===== src/rtl/jt49_seq_pkg.sv =====
// jt49_seq_pkg: shared encodings for the jt49 command sequencer.
// Holds the opcode enum, FSM state constants, command-word field positions
// and a helper that splits a raw command word into its fields.
package jt49_seq_pkg;

  // Opcode field of a command word
  typedef enum logic [1:0] {
    OP_WRITE = 2'b00,
    OP_WAIT  = 2'b01,
    OP_END   = 2'b10,
    OP_JUMP  = 2'b11
  } op_t;

  // FSM state encodings (kept as plain constants so they can be probed as bits)
  localparam logic [1:0] ST_IDLE  = 2'd0;
  localparam logic [1:0] ST_FETCH = 2'd1;
  localparam logic [1:0] ST_EXEC  = 2'd2;
  localparam logic [1:0] ST_WAIT  = 2'd3;

  // Command word field positions
  localparam int CHIP_HI = 15;
  localparam int CHIP_LO = 14;
  localparam int OP_HI   = 13;
  localparam int OP_LO   = 12;
  localparam int ARG_HI  = 11;
  localparam int ARG_LO  = 0;

  // Sub-fields of the 12-bit argument: register / loop count, and data / target
  localparam int SEL_HI  = 11;
  localparam int SEL_LO  = 8;
  localparam int BYTE_HI = 7;
  localparam int BYTE_LO = 0;

  typedef struct packed {
    logic [1:0]  chip;
    op_t         op;
    logic [11:0] arg;
  } cmd_t;

  // Split a raw 16-bit command word into chip / op / argument
  function automatic cmd_t unpack_cmd(input logic [15:0] word);
    cmd_t c;
    c.chip = word[CHIP_HI:CHIP_LO];
    c.op   = op_t'(word[OP_HI:OP_LO]);
    c.arg  = word[ARG_HI:ARG_LO];
    return c;
  endfunction

endpackage


===== src/rtl/jt49_seq_ram.sv =====
// jt49_seq_ram: DEPTH x 16 command store, one write port and one
// synchronous read port with a single cycle of read latency.
module jt49_seq_ram #(
  parameter int DEPTH = 128,
  parameter int AW    = 7
) (
  input  logic          clk,
  input  logic          we,
  input  logic [AW-1:0] wr_addr,
  input  logic [15:0]   wr_data,
  input  logic [AW-1:0] rd_addr,
  output logic [15:0]   rd_data
);

  logic [15:0] mem [DEPTH];

  // Write port: contents are never reset
  always_ff @(posedge clk) begin
    if (we) mem[wr_addr] <= wr_data;
  end

  // Registered read port
  always_ff @(posedge clk) begin
    rd_data <= mem[rd_addr];
  end

endmodule


===== src/rtl/jt49_seq.sv =====
// jt49_seq: replays a stored list of PSG register writes, waits, jumps and
// bounded loops onto the CPU-side write bus of one or more jt49 chips.
// Each command takes a FETCH cycle (RAM address = pc) and an EXEC cycle
// (decode of the RAM output); a WRITE strobe appears in the cycle after EXEC.
module jt49_seq
  import jt49_seq_pkg::*;
#(
  parameter int DEPTH      = 128,
  parameter int CHIPS      = 1,
  parameter int WAIT_SHIFT = 11,
  localparam int AW        = $clog2(DEPTH)
) (
  input  logic             clk,
  input  logic             rst_n,
  input  logic             start,
  input  logic             stop,
  output logic             busy,
  output logic             done,
  input  logic             ld_we,
  input  logic [AW-1:0]    ld_addr,
  input  logic [15:0]      ld_data,
  output logic [3:0]       psg_addr,
  output logic [7:0]       psg_din,
  output logic             psg_wr_n,
  output logic [CHIPS-1:0] psg_cs_n,
  output logic [1:0]       dbg_state
);

  localparam int CW = 12 + WAIT_SHIFT;

  logic [1:0]    state;
  logic [AW-1:0] pc;
  logic          armed;
  logic [3:0]    loop_cnt;
  logic [CW-1:0] wait_cnt;
  logic [15:0]   rd_data;
  logic          ram_we;

  // The store only accepts loads while the sequencer is parked
  assign ram_we    = ld_we && (state == ST_IDLE);
  assign busy      = (state != ST_IDLE);
  assign dbg_state = state;

  jt49_seq_ram #(
    .DEPTH (DEPTH),
    .AW    (AW)
  ) u_ram (
    .clk     (clk),
    .we      (ram_we),
    .wr_addr (ld_addr),
    .wr_data (ld_data),
    .rd_addr (pc),
    .rd_data (rd_data)
  );

  cmd_t       cmd;
  logic [3:0] cmd_sel;
  logic [7:0] cmd_byte;

  assign cmd      = unpack_cmd(rd_data);
  assign cmd_sel  = cmd.arg[SEL_HI:SEL_LO];
  assign cmd_byte = cmd.arg[BYTE_HI:BYTE_LO];

  // Chip decode: one-hot active-low select, or no strobe for a chip that does not exist
  logic             chip_ok;
  logic [CHIPS-1:0] cs_sel;

  always_comb begin
    chip_ok = int'(cmd.chip) < CHIPS;
    cs_sel  = '1;
    for (int i = 0; i < CHIPS; i++) begin
      if (int'(cmd.chip) == i) cs_sel[i] = 1'b0;
    end
  end

  // Wait length: the WAIT command's own fetch/exec slot and the following
  // fetch/exec are absorbed into arg<<WAIT_SHIFT, so the counter is loaded
  // with the remainder (never below one cycle).
  logic [CW-1:0] wait_len;
  logic [CW-1:0] wait_load;

  always_comb begin
    wait_len  = CW'(cmd.arg) << WAIT_SHIFT;
    wait_load = (wait_len > CW'(2)) ? (wait_len - CW'(2)) : CW'(1);
  end

  // Loop bookkeeping for JUMP: R=0 always jumps, otherwise the body runs R+1 times
  logic       jump_take;
  logic       armed_nxt;
  logic [3:0] loop_nxt;

  always_comb begin
    jump_take = 1'b0;
    armed_nxt = armed;
    loop_nxt  = loop_cnt;
    if (cmd_sel == 4'd0) begin
      jump_take = 1'b1;
    end else if (!armed) begin
      armed_nxt = 1'b1;
      loop_nxt  = cmd_sel - 4'd1;
      jump_take = 1'b1;
    end else if (loop_cnt != 4'd0) begin
      loop_nxt  = loop_cnt - 4'd1;
      jump_take = 1'b1;
    end else begin
      armed_nxt = 1'b0;
    end
  end

  // Next-state decode; stop overrides everything and lands in IDLE
  logic [1:0] state_nxt;

  always_comb begin
    state_nxt = state;
    if (stop) begin
      state_nxt = ST_IDLE;
    end else begin
      case (state)
        ST_IDLE:  if (start) state_nxt = ST_FETCH;
        ST_FETCH: state_nxt = ST_EXEC;
        ST_EXEC: begin
          case (cmd.op)
            OP_WRITE: state_nxt = ST_FETCH;
            OP_WAIT:  state_nxt = (cmd.arg == 12'd0) ? ST_FETCH : ST_WAIT;
            OP_END:   state_nxt = ST_IDLE;
            OP_JUMP:  state_nxt = ST_FETCH;
            default:  state_nxt = ST_IDLE;
          endcase
        end
        ST_WAIT:  if (wait_cnt == CW'(1)) state_nxt = ST_FETCH;
        default:  state_nxt = ST_IDLE;
      endcase
    end
  end

  // FSM state register
  always_ff @(posedge clk) begin
    if (!rst_n) state <= ST_IDLE;
    else        state <= state_nxt;
  end

  // Program counter, loop flag/count and wait counter
  always_ff @(posedge clk) begin
    if (!rst_n) begin
      pc       <= '0;
      armed    <= 1'b0;
      loop_cnt <= '0;
      wait_cnt <= '0;
    end else if (!stop) begin
      case (state)
        ST_IDLE: begin
          if (start) begin
            pc       <= '0;
            armed    <= 1'b0;
            loop_cnt <= '0;
          end
        end
        ST_EXEC: begin
          pc <= pc + AW'(1);
          if (cmd.op == OP_WAIT) wait_cnt <= wait_load;
          if (cmd.op == OP_JUMP) begin
            armed    <= armed_nxt;
            loop_cnt <= loop_nxt;
            if (jump_take) pc <= cmd_byte[AW-1:0];
          end
        end
        ST_WAIT: wait_cnt <= wait_cnt - CW'(1);
        default: ;
      endcase
    end
  end

  // PSG bus and done pulse: strobe and done last one cycle, address/data hold
  always_ff @(posedge clk) begin
    if (!rst_n) begin
      done     <= 1'b0;
      psg_wr_n <= 1'b1;
      psg_cs_n <= '1;
      psg_addr <= '0;
      psg_din  <= '0;
    end else begin
      done     <= 1'b0;
      psg_wr_n <= 1'b1;
      psg_cs_n <= '1;
      if (!stop && state == ST_EXEC) begin
        if (cmd.op == OP_WRITE && chip_ok) begin
          psg_wr_n <= 1'b0;
          psg_cs_n <= cs_sel;
          psg_addr <= cmd_sel;
          psg_din  <= cmd_byte;
        end
        if (cmd.op == OP_END) done <= 1'b1;
      end
    end
  end

endmodule


===== config.mk =====
export PLATFORM = sky130hd
export DESIGN_NAME = jt49_seq
export DESIGN_NICKNAME = d
export VERILOG_FILES = /design/src/rtl/jt49_seq_pkg.sv /design/src/rtl/jt49_seq_ram.sv /design/src/rtl/jt49_seq.sv
export SDC_FILE = /design/constraint.sdc
export NUM_CORES = 2
export LEC_CHECK = 0
export CORE_UTILIZATION = 57
export CTS_CLUSTER_DIAMETER = 100
export DETAILED_ROUTE_END_ITERATION = 10
export GPL_ROUTABILITY_DRIVEN = 0
export HOLD_SLACK_MARGIN = 0.06
export MAX_ROUTING_LAYER = met4
export PLACE_DENSITY = 0.76
export REMOVE_ABC_BUFFERS = 1
export SETUP_SLACK_MARGIN = 0.05
export SYNTH_ARGS = -nofsm -noshare
export SYNTH_HDL_FRONTEND = slang
export SYNTH_HIERARCHICAL = 1
export SYNTH_SLANG_ARGS = --single-unit

===== constraint.sdc =====
create_clock -name clk -period 3.2 [get_ports clk]
set_input_delay 0.96 -clock clk [delete_from_list [all_inputs] [get_ports clk]]
set_output_delay 0.96 -clock clk [all_outputs]
set_load 0.05 [all_outputs]

==> results.md <==
- Place WS: -0.0265 ns
- GRT Util Overall: 30.4%
- Final Skew: ~0.033 ns
- First-pass GRT wire length: ~300000 um
- # IOs: 46
- ANT nets after route: 0
- Rows: 138
- Outcome: complete, no violations
- Largest net degree at the start of global routing: just under 100
- HPWL after DPL: ~120000 um
- Hold Path Origin: ld_data[2]
- Die Height: 381 um
- Grt ovf: 0
- DR iter-0 viols: ~6400
- Slew @ Worst Pin: 0.860 ns
- Die Wd: ~380 um
- WHS Path Cells: 1
- Worst-skew pair later-pin latency: between 0.8 and 0.9 ns
- Drt drc: 0
- Nets: a little under 4000
- Fill cells: 8265
- Setup-failing EPs final: 0
- Hold crit path type: in2reg
- Post-route setup slack: approximately 0.058 ns
- Syn Std Cell Area: between 80000 and 90000 um^2
- Via count: approximately 41000
- Post-synthesis async set-or-reset flop share: 0%
- CP Cell Sequence: buf_12, buf_16, mux4_2, mux4_2, mux4_2, mux2_2
- Setup_tns: 0 ns
- CP arrival: 3.86 ns
- Maximum fanout along the worst path: 26
- Highest Clock Rate: 318 MHz
- WL per Instance: about 35 um
- Critical R2R Capture: u_ram/rd_data[1]
- Synth warnings: 6
- Placed cells: roughly 5600
- Tcrit/Tclk final: around 100%
- Hold Vio Cnt, Final: 0
- R2R cell count: 6
- Layout cells sized above 1: ~34%
- CP max stage cell: mux4_2
- Kind of critical path: reg2reg
- RSZ-0062 raised after global routing: yes
- Layout Area Growth over Synthesis: 16.6%
- Min Hold Slack: ~0.40 ns
- Tmin final: 3.14 ns
- Pleak: about 29 nW
- VDD IR max: approximately 0.50 mV
- Vias in the first global route: about 40000
- Die area: around 140000 um^2
- Initial Utilization: a little under three fifths
- Max H-tree Level: 4
- FF-to-FF setup slack: 0.06 ns
- Hold Path Sink: u_ram/mem[85][2]
- Post-Syn Area per Cell: 23.4 um^2
- CORE AREA: between 100000 and 150000 um^2
- Clock slew seen by the registers of the worst setup and hold paths: roughly 0.06 ns
- Post-Layout Cell Count: about 6000
- Power density cells: roughly 580 nW/um^2
- Post-synth EDFFs: about 2000
- R2R Path Start: pc[0]
- Rel. slew slack: 42.7%
- Max capacitance violation total: 0
- DRT Pass-1 Iters: 6
- Drt total wl: around 210000 um
- Setup crit end kind: register
- Clock buffer depth: 3
- Root buffer cell: clkbuf_16
- Clock sink total: between 2000 and 2500
- Syn Inst Count: ~3500
- Vias per cell: ~6.8
- TritonCTS clock tree: built
- Most used cell, CP: mux4_2
- Seq cells post-synth: roughly 2100
- CP startpoint kind: register
- Pins Over Slew Limit: 0
- Cts bufs inserted: 200
- Seq/Total Area, Yosys: 76.9%
- Initial antenna violation count: 8
- Port bufs: 45
- Synth cell types: 65
- Max incr delay on CP: 0.58 ns
- Synth Flop Type: edfxtp_1
- WP data required: 3.92 ns
==> cell usage in the layout, fill, tap and decap left out, drive strengths merged, types with 4 or more instances in the layout <==
| cell type | netlist | final |
|---|---|---|
| mux4 | 672 | 672 |
| nand3 | 24 | 24 |
| nor2b | 8 | 8 |
| nor3b | 6 | 6 |
| clkinvlp | 0 | 9 |
| o22ai | 6 | 6 |
| o2bb2ai | 4 | 4 |
| a21o | 4 | 4 |
| and2 | 4 | 4 |
| nor4 | 10 | 10 |
| dfxtp | 68 | 68 |
| mux2 | 16 | 16 |
| inv | 12 | 20 |
| diode | 0 | 6 |
| ha | 10 | 10 |
| edfxtp | 2048 | 2048 |
| a211o | 4 | 4 |
| mux2i | 19 | 19 |
| a22o | 4 | 4 |
| a31oi | 5 | 5 |
| clkbuf | 101 | 244 |
| nand4 | 7 | 7 |
| or3 | 8 | 8 |
| buf | 86 | 353 |
| nor2 | 163 | 163 |
| clkinv | 1 | 85 |
| nor3 | 31 | 31 |
| nand2b | 9 | 9 |
| a21boi | 4 | 4 |
| clkdlybuf4s50 | 0 | 26 |
| o21ai | 36 | 36 |
| a21oi | 24 | 24 |
| or4 | 7 | 7 |
| nand2 | 45 | 45 |
| bufinv | 0 | 25 |
==> flip-flops by register name (all words and copies together) (netlist names) <==
register / flops
loop_cnt: 4
wait_cnt: 23
psg_din: 8
u_ram/mem: 2048
psg_wr_n: 1
armed: 1
u_ram/rd_data: 16
psg_cs_n: 1
dbg_state: 2
psg_addr: 4
done: 1
pc: 7
==> how the worst max path moves through the flow <==
stage,startpoint,endpoint,slack (ns)
5_1_grt,pc[0],u_ram/rd_data[1],0.02
2_1_floorplan,pc[0],u_ram/rd_data[0],-19.58
4_1_cts,dbg_state[0],busy,0.04
6_report,pc[0],u_ram/rd_data[1],0.06
3_5_place_dp,ld_addr[5],u_ram/mem[78][11],-0.03
3_3_place_gp,ld_addr[6],u_ram/mem[24][0],-0.03
==> layer usage <==
| layer | track usage (%) | routed length, um | up-vias |
|---|---|---|---|
| li1 | - | - | 15800 |
| met1 | 41.6 | 75600 | 21500 |
| met2 | 46.4 | 103000 | 3029 |
| met3 | 6.36 | 24700 | 455 |
| met4 | 9.79 | 7340 | 0 |
| met5 | - | 0 | - |
==> synth_stat cells, types with 3 or more instances <==
cell / number / share of area (%)
nor3b_1: 6 / 0.055
clkbuf_1: 101 / 0.46
or3b_2: 3 / 0.032
nand2b_1: 9 / 0.069
nand4_1: 7 / 0.054
xor2_1: 3 / 0.032
and2_1: 4 / 0.031
nor4_1: 9 / 0.069
a21o_1: 4 / 0.037
xnor2_1: 3 / 0.032
nand2_1: 45 / 0.21
buf_1: 28 / 0.13
o22ai_1: 6 / 0.046
ha_1: 10 / 0.15
nor2b_1: 8 / 0.061
inv_1: 12 / 0.055
o21ai_0: 36 / 0.22
buf_2: 56 / 0.34
or4_1: 6 / 0.055
a211oi_1: 3 / 0.028
dfxtp_1: 68 / 1.7
o2bb2ai_1: 4 / 0.043
mux2i_1: 19 / 0.23
nor2_1: 163 / 0.75
mux2_2: 16 / 0.22
nand3_1: 24 / 0.15
o311ai_0: 3 / 0.032
a31oi_1: 4 / 0.031
o31a_1: 3 / 0.032
nor3_1: 29 / 0.18
or3_1: 6 / 0.046
a211o_1: 4 / 0.043
edfxtp_1: 2048 / 75
o21a_1: 3 / 0.028
a21oi_1: 24 / 0.15
o31ai_1: 3 / 0.028
a22o_1: 4 / 0.043
nand3b_1: 3 / 0.028
mux4_2: 672 / 19
==> what timing repair did <==
item,in CTS,in global routing
gates cloned,1,1
setup endpoints to repair,9,14
resized for setup,6,6
setup buffers,3,15
hold buffers,0,0
==> critical path: cells and delay by family (launching register included) <==
family,cells,cell delay [ns]
buffers and inverters,2,0.46
flip-flops,1,0.47
multiplexers,4,2.04
==> per-stage QoR <==
stage | area [um^2] | power (mW) | utilization, %
after CTS | 95100 | 55.5 | 67.0
after detailed placement | 88400 | 31.8 | 62.3
after global routing | 95300 | 56.5 | 67.1
after global placement | 88400 | 31.8 | 62.3
after floorplan | 80900 | 31.1 | -
final | 95300 | 55.3 | 67.1
==> cells by family after synthesis <==
| logic type | Yosys count | share of synthesized area (%) |
|---|---|---|
| XOR/XNOR | 6 | 0.0643 |
| AND/OR/NAND/NOR | 336 | 1.95 |
| adder cells (fa/ha/maj) | 10 | 0.153 |
| AO/OA/AOI/OAI | 117 | 0.926 |
| flip-flops | 2116 | 76.9 |
| buffers and inverters | 200 | 1.02 |
| multiplexers | 707 | 19.0 |
==> layout make-up <==
type,instances,area (um^2),share of cell area [%]
Antenna cell,6,15.0,0.0158
Clock inverter,126,1300,1.36
Sequential cell,2116,62900,66.0
Tap cell,1890,2360,2.48
Inverter,13,48.8,0.0512
Clock buffer,243,5290,5.56
Multi-Input combinational cell,1176,18200,19.1
Timing Repair Buffer,383,5210,5.47
==> power by group <==
group / total [mW] / switching (mW) / internal, mW
logic: 0.826 / 0.664 / 0.161
registers: 30.4 / 0.0196 / 30.4
clock network: 24.0 / 10.2 / 13.8
total: 55.3 / 10.9 / 44.3
No activity file was read; power rests on OpenSTA's default activity.
